### config.mk
export PLATFORM = sky130hd
export DESIGN_NAME = mult_div_unit_flat
export DESIGN_NICKNAME = d
export VERILOG_FILES = /design/src/rtl/mult_div_unit_if.sv /design/src/rtl/mult_div_unit.sv /design/src/flat_wrapper.sv
export SDC_FILE = /design/constraint.sdc
export NUM_CORES = 1
export LEC_CHECK = 0
export ABC_CLOCK_PERIOD_IN_PS = 6200
export CAP_MARGIN = 20
export CORE_MARGIN = 5
export CORE_UTILIZATION = 30
export CTS_CLUSTER_DIAMETER = 40
export DETAILED_ROUTE_END_ITERATION = 7
export GPL_TIMING_DRIVEN = 0
export HOLD_SLACK_MARGIN = 0.15
export PLACE_DENSITY = 0.59
export SLEW_MARGIN = 20
export SYNTH_ARGS = -nofsm -noshare
export SYNTH_HDL_FRONTEND = slang
export SYNTH_SLANG_ARGS = --single-unit
### constraint.sdc
create_clock -name iCLK -period 6.2 [get_ports iCLK]
set_clock_uncertainty 0.05 [all_clocks]
set_input_delay 0.62 -clock iCLK [delete_from_list [all_inputs] [get_ports iCLK]]
set_output_delay 0.62 -clock iCLK [all_outputs]
set_load 0.03 [all_outputs]
### src/rtl/mult_div_unit_if.sv
// Operand/result bundle between the ALU control and the multiply/divide unit.
// MULTDIV_MTHILO_EN adds the MTHI/MTLO write port.
interface mult_div_unit_if #(
    parameter int WIDTH = 32
);
    logic             iStartMult;
    logic             iStartDiv;
    logic             iSigned;
    logic [WIDTH-1:0] iA;
    logic [WIDTH-1:0] iB;
    logic             oBusy;
    logic             oDone;
    logic             oDivByZero;
    logic [WIDTH-1:0] oHI;
    logic [WIDTH-1:0] oLO;
`ifdef MULTDIV_MTHILO_EN
    logic             iWrHI;
    logic             iWrLO;
    logic [WIDTH-1:0] iWrData;

    modport master (
        output iStartMult, iStartDiv, iSigned, iA, iB, iWrHI, iWrLO, iWrData,
        input  oBusy, oDone, oDivByZero, oHI, oLO
    );
    modport slave (
        input  iStartMult, iStartDiv, iSigned, iA, iB, iWrHI, iWrLO, iWrData,
        output oBusy, oDone, oDivByZero, oHI, oLO
    );
`else
    modport master (
        output iStartMult, iStartDiv, iSigned, iA, iB,
        input  oBusy, oDone, oDivByZero, oHI, oLO
    );
    modport slave (
        input  iStartMult, iStartDiv, iSigned, iA, iB,
        output oBusy, oDone, oDivByZero, oHI, oLO
    );
`endif
endinterface

### src/rtl/mult_div_unit.sv
// Iterative MULT/MULTU/DIV/DIVU unit owning HI/LO; one bit per cycle, WIDTH+2 cycles busy.
// Optional MTHI/MTLO write port enabled by MULTDIV_MTHILO_EN.
module mult_div_unit #(
    parameter int WIDTH = 32,
    parameter int CNTW  = 6
) (
    input  logic             iCLK,
    input  logic             iRSTn,
    mult_div_unit_if.slave   bus
);
    typedef enum logic [1:0] {IDLE, RUN, FIX, DONE} state_t;

    state_t             state, state_nxt;
    logic [CNTW-1:0]    cnt;
    logic               is_mult, dbz, q_neg, r_neg;
    logic [WIDTH-1:0]   dvs, raw_a, hi, lo;
    logic [2*WIDTH-1:0] acc;

    logic             start, a_neg, b_neg;
    logic [WIDTH-1:0] a_mag, b_mag;

    assign start = bus.iStartMult | bus.iStartDiv;
    assign a_neg = bus.iSigned & bus.iA[WIDTH-1];
    assign b_neg = bus.iSigned & bus.iB[WIDTH-1];
    assign a_mag = a_neg ? -bus.iA : bus.iA;
    assign b_mag = b_neg ? -bus.iB : bus.iB;

    always_ff @(posedge iCLK or negedge iRSTn) begin
        if (!iRSTn) state <= IDLE;
        else        state <= state_nxt;
    end

    always_comb begin
        state_nxt = state;
        case (state)
            IDLE:    if (start) state_nxt = RUN;
            RUN:     if (cnt == '0) state_nxt = FIX;
            FIX:     state_nxt = DONE;
            DONE:    state_nxt = IDLE;
            default: state_nxt = IDLE;
        endcase
    end

    // acc holds {partial product, multiplier} for multiply and
    // {partial remainder, dividend/quotient} for divide.
    logic [WIDTH:0]     mul_sum, div_shift, div_diff;
    logic               div_ge;
    logic [2*WIDTH-1:0] mul_step, div_step, prod;
    logic [WIDTH-1:0]   quo, rem;

    always_comb begin
        mul_sum   = {1'b0, acc[2*WIDTH-1:WIDTH]} + (acc[0] ? {1'b0, dvs} : '0);
        mul_step  = {mul_sum, acc[WIDTH-1:1]};
        div_shift = {acc[2*WIDTH-1:WIDTH], acc[WIDTH-1]};
        div_diff  = div_shift - {1'b0, dvs};
        div_ge    = div_shift >= {1'b0, dvs};
        div_step  = div_ge ? {div_diff[WIDTH-1:0], acc[WIDTH-2:0], 1'b1}
                           : {div_shift[WIDTH-1:0], acc[WIDTH-2:0], 1'b0};
        prod      = q_neg ? -acc : acc;
        quo       = q_neg ? -acc[WIDTH-1:0] : acc[WIDTH-1:0];
        rem       = r_neg ? -acc[2*WIDTH-1:WIDTH] : acc[2*WIDTH-1:WIDTH];
    end

    always_ff @(posedge iCLK or negedge iRSTn) begin
        if (!iRSTn) begin
            cnt     <= '0;
            is_mult <= 1'b0;
            dbz     <= 1'b0;
            q_neg   <= 1'b0;
            r_neg   <= 1'b0;
            dvs     <= '0;
            raw_a   <= '0;
            acc     <= '0;
            hi      <= '0;
            lo      <= '0;
        end else begin
            case (state)
                IDLE: begin
                    if (start) begin
                        // Multiply has priority when both strobes arrive together.
                        is_mult <= bus.iStartMult;
                        dbz     <= !bus.iStartMult && (bus.iB == '0);
                        q_neg   <= a_neg ^ b_neg;
                        r_neg   <= a_neg;
                        dvs     <= b_mag;
                        raw_a   <= bus.iA;
                        acc     <= {{WIDTH{1'b0}}, a_mag};
                        cnt     <= CNTW'(WIDTH - 1);
                    end
`ifdef MULTDIV_MTHILO_EN
                    if (bus.iWrHI) hi <= bus.iWrData;
                    if (bus.iWrLO) lo <= bus.iWrData;
`endif
                end
                RUN: begin
                    acc <= is_mult ? mul_step : div_step;
                    if (cnt != '0) cnt <= cnt - 1'b1;
                end
                FIX: begin
                    if (is_mult) begin
                        hi <= prod[2*WIDTH-1:WIDTH];
                        lo <= prod[WIDTH-1:0];
                    end else if (dbz) begin
                        hi <= raw_a;
                        lo <= '1;
                    end else begin
                        hi <= rem;
                        lo <= quo;
                    end
                end
                default: ;
            endcase
        end
    end

    assign bus.oBusy      = (state != IDLE);
    assign bus.oDone      = (state == DONE);
    assign bus.oDivByZero = (state == DONE) && dbz;
    assign bus.oHI        = hi;
    assign bus.oLO        = lo;
endmodule
### src/flat_wrapper.sv
// flat-port wrapper written by rule: the top's interface ports become plain ports
module mult_div_unit_flat 
#(
    parameter int WIDTH = 32,
    parameter int CNTW  = 6
)
  (iCLK, iRSTn, bus_iStartMult, bus_iStartDiv, bus_iSigned, bus_iA, bus_iB, bus_oBusy, bus_oDone, bus_oDivByZero, bus_oHI, bus_oLO);
  mult_div_unit_if #(.WIDTH(WIDTH)) bus_i ();
  input  logic iCLK;
  input  logic iRSTn;
  input wire logic [$bits(bus_i.iStartMult)-1:0] bus_iStartMult;
  input wire logic [$bits(bus_i.iStartDiv)-1:0] bus_iStartDiv;
  input wire logic [$bits(bus_i.iSigned)-1:0] bus_iSigned;
  input wire logic [$bits(bus_i.iA)-1:0] bus_iA;
  input wire logic [$bits(bus_i.iB)-1:0] bus_iB;
  output wire logic [$bits(bus_i.oBusy)-1:0] bus_oBusy;
  output wire logic [$bits(bus_i.oDone)-1:0] bus_oDone;
  output wire logic [$bits(bus_i.oDivByZero)-1:0] bus_oDivByZero;
  output wire logic [$bits(bus_i.oHI)-1:0] bus_oHI;
  output wire logic [$bits(bus_i.oLO)-1:0] bus_oLO;
  assign bus_i.iStartMult = bus_iStartMult;
  assign bus_i.iStartDiv = bus_iStartDiv;
  assign bus_i.iSigned = bus_iSigned;
  assign bus_i.iA = bus_iA;
  assign bus_i.iB = bus_iB;
  assign bus_oBusy = bus_i.oBusy;
  assign bus_oDone = bus_i.oDone;
  assign bus_oDivByZero = bus_i.oDivByZero;
  assign bus_oHI = bus_i.oHI;
  assign bus_oLO = bus_i.oLO;
  mult_div_unit #(.WIDTH(WIDTH), .CNTW(CNTW)) u_core (.iCLK(iCLK), .iRSTn(iRSTn), .bus(bus_i));
endmodule
==> flow_metrics.env <==
export IMPL_status="complete, no violations"
export IMPL_core_sq_um=52700
export IMPL_fin_crit_ps=4650
export IMPL_hold_path_class="reg2reg"
export IMPL_die_h_microns=241
export IMPL_synth_nets=2144
export IMPL_viasPerCell=5.41
export IMPL_post_cts_resized=0
export IMPL_async_flop_share=1.00
export IMPL_overflow=0
export IMPL_cp_slowest_cell="a211oi_1"
export IMPL_port_buffer_count=135
export IMPL_synth_edff_count=0
export IMPL_ys_types=70
export IMPL_power_leakage_nw=8.11
export IMPL_cp_buffers_inverters=2
export IMPL_post_dp_hpwl_mm=48.3
export IMPL_crit_required_ps=6560
export IMPL_die_x_microns=241
export IMPL_slew_headroom=0.337
export IMPL_end_kind="register"
export IMPL_yosysSeqAreaShare=0.320
export IMPL_crit_path_max_fanout=10
export IMPL_worstPathArrival_ps=5020
export IMPL_grt_pass1_wl_mm=92.6
export IMPL_slew_violations=0
export IMPL_path_cells="inv_1 > buf_1 > nor2_1 > ha_1 > a21oi_1 > o211ai_1 > nand4_1 > a21boi_0 > a211oi_1 > o21ai_0 > a221oi_1 > xor2_1 > o221ai_1"
export IMPL_hold_ws_ps=428
export IMPL_synth_area_sq_um=16000
export IMPL_syn_inst=1999
export IMPL_rsz0062_at_grt="false"
export IMPL_drc=0
export IMPL_gp_congestion=0.944
export IMPL_setup_viol=0
export IMPL_grt_use_total=0.206
export IMPL_synth_area_per_cell_sq_um=7.99
export IMPL_synth_most_common_cell="nand2_1"
export IMPL_n_fill_cell=5456
export IMPL_final_cells=2900
export IMPL_wl_per_cell_microns=21.0
export IMPL_synth_ff_type="dfrtp_1"
export IMPL_final_nets=2325
export IMPL_htree_levels=2
export IMPL_cts_buffer_depth=3
export IMPL_synth_top_cells_by_count="nand2_1, o21ai_0, dfrtp_1"
export IMPL_layout_setup_ws_ps=1550
export IMPL_dr_pass1_iters=5
export IMPL_tritoncts="built"
export IMPL_first_global_vias=15600
export IMPL_tightest_slew_ps=994
export IMPL_start_kind="register"
export IMPL_holdBufCountCts=1
export IMPL_grt_max_degree=85
export IMPL_slowest_delay_ps=680
export IMPL_postLayoutCoreUtil=0.373
export IMPL_clk_latency_ps=570
export IMPL_clock_sinks=204
export IMPL_cap_violations=0
export IMPL_clk_pin_slew_worst_paths_ps=50
export IMPL_rows=84
export IMPL_place_ws_ps=1550
export IMPL_drt_iter0_drc=1367
export IMPL_cts_buffers=40
export IMPL_postCtsSetupRepairBufs=0
export IMPL_path_class="reg2reg"
export IMPL_finalHoldViolCount=0
export IMPL_fin_crit_sh=0.751
export IMPL_boundaryPins=136
export IMPL_power_density_nw_per_um2=626
export IMPL_area_delta_synth_final_pct=23.0
export IMPL_synth_top_area_frac=0.320
export IMPL_cts_root_buf="clkbuf_16"
export IMPL_wl_mm=61.0
export IMPL_ys_warnings_count=0
export IMPL_grt_antenna_before_repair=0
export IMPL_synth_seq_cells=204
export IMPL_vdd_ir_drop_max_mv=0.220
export IMPL_numPlacedInstances=2825
export IMPL_tns_ps=0
export IMPL_diodes=0
export IMPL_die_area_sq_um=57900
export IMPL_synth_area_leaders="dfrtp_1, o21ai_0, xor2_1"
export IMPL_synth_top_cell_by_area="dfrtp_1"
export IMPL_vias=15700
export IMPL_drive_gt1_frac=0.0561
export IMPL_clock_fmax_mhz=215
export IMPL_crit_family="compound AO/OA/AOI/OAI gates"
export IMPL_postRouteAntennaNets=0
export IMPL_initial_core_util=0.303
through the flow:
| step | total power [mW] | cell area [sq um] |
|---|---|---|
| 5_1_grt | 13.2 | 19600 |
| 6_report | 12.3 | 19600 |
| 3_3_place_gp | 9.91 | 18200 |
| 3_5_place_dp | 9.98 | 18200 |
| 4_1_cts | 12.3 | 19600 |
| 2_1_floorplan | 7.40 | 16000 |
cell usage in the layout (no fill, tap or decap), types with 15 or more instances in the layout:
cell / n
a21oi_1: 169
nand2_1: 259
nor4_1: 19
o21ai_0: 232
nor2b_1: 23
clkbuf_1: 116
a31oi_1: 15
o31ai_1: 16
a21o_1: 20
nor2_1: 163
ha_1: 74
nor3_1: 28
nand3_1: 28
xor2_1: 123
o221ai_1: 16
dfrtp_1: 204
mux2_2: 33
or4_1: 15
o21a_1: 16
nand2b_1: 26
mux2i_1: 49
inv_1: 67
or3_1: 25
clkdlybuf4s50_1: 134
xnor2_1: 83
clkbuf_16: 40
state kept, by name (all words and copies together), names as in the netlist:
signal          flops
u_core.acc         64
u_core.bus.oHI     32
u_core.bus.oLO     32
u_core.dvs         32
u_core.raw_a       32
u_core.cnt          6
u_core.state        2
u_core.dbz          1
u_core.is_mult      1
u_core.q_neg        1
u_core.r_neg        1
final timing paths:
kind / start / to / slack, ps / depth (start not counted)
max in group asynchronous: iRSTn / u_core.state[1] / 4450 / 4
min reg2reg: u_core.dvs[25] / u_core.dvs[25] / 430 / 2
min: u_core.dvs[25] / u_core.dvs[25] / 430 / 2
max reg2reg: u_core.acc[0] / u_core.acc[62] / 1550 / 13
max: u_core.acc[0] / u_core.acc[62] / 1550 / 13
min in group asynchronous: iRSTn / u_core.bus.oHI[30] / 540 / 2
layout make-up:
cell class,count,area (sq um),area share
plain buffers,126,482,0.0245
clock buffers,49,1080,0.0552
clock inverters,25,300,0.0153
inverters,67,251,0.0128
multi-input cells,1602,10100,0.516
flip-flops and latches,204,5100,0.260
well taps,688,861,0.0438
repair buffers,139,1430,0.0726
layer usage:
layer	wire length [microns]	GRT usage
met5	0	0
met2	27600	0.335
met1	27100	0.278
met4	2330	0.0784
met3	3910	0.0303
where the power goes:
| group | total [mW] | switching (mW) | internal (mW) | leakage (nW) |
|---|---|---|---|---|
| registers | 2.62 | 0.642 | 1.98 | 2.47 |
| clock network | 2.23 | 0.826 | 1.40 | 0.672 |
| logic | 7.44 | 4.73 | 2.71 | 4.96 |
| total | 12.3 | 6.20 | 6.09 | 8.11 |
tightest hold or removal path, stage by stage (launching register included):
cell     delay [ps]
dfrtp_1         330
nand2_1          50
o21ai_0          60
kinds of logic after synthesis:
group | count (synthesis) | share of synthesized area
AO/OA/AOI/OAI | 585 | 0.217
multiplexers | 82 | 0.0540
adder cells (fa/ha/maj) | 76 | 0.0605
flip-flops | 204 | 0.320
buffers and inverters | 193 | 0.0459
XOR/XNOR | 206 | 0.113
AND/OR/NAND/NOR | 653 | 0.190
No activity file was read; power rests on OpenSTA's default activity.
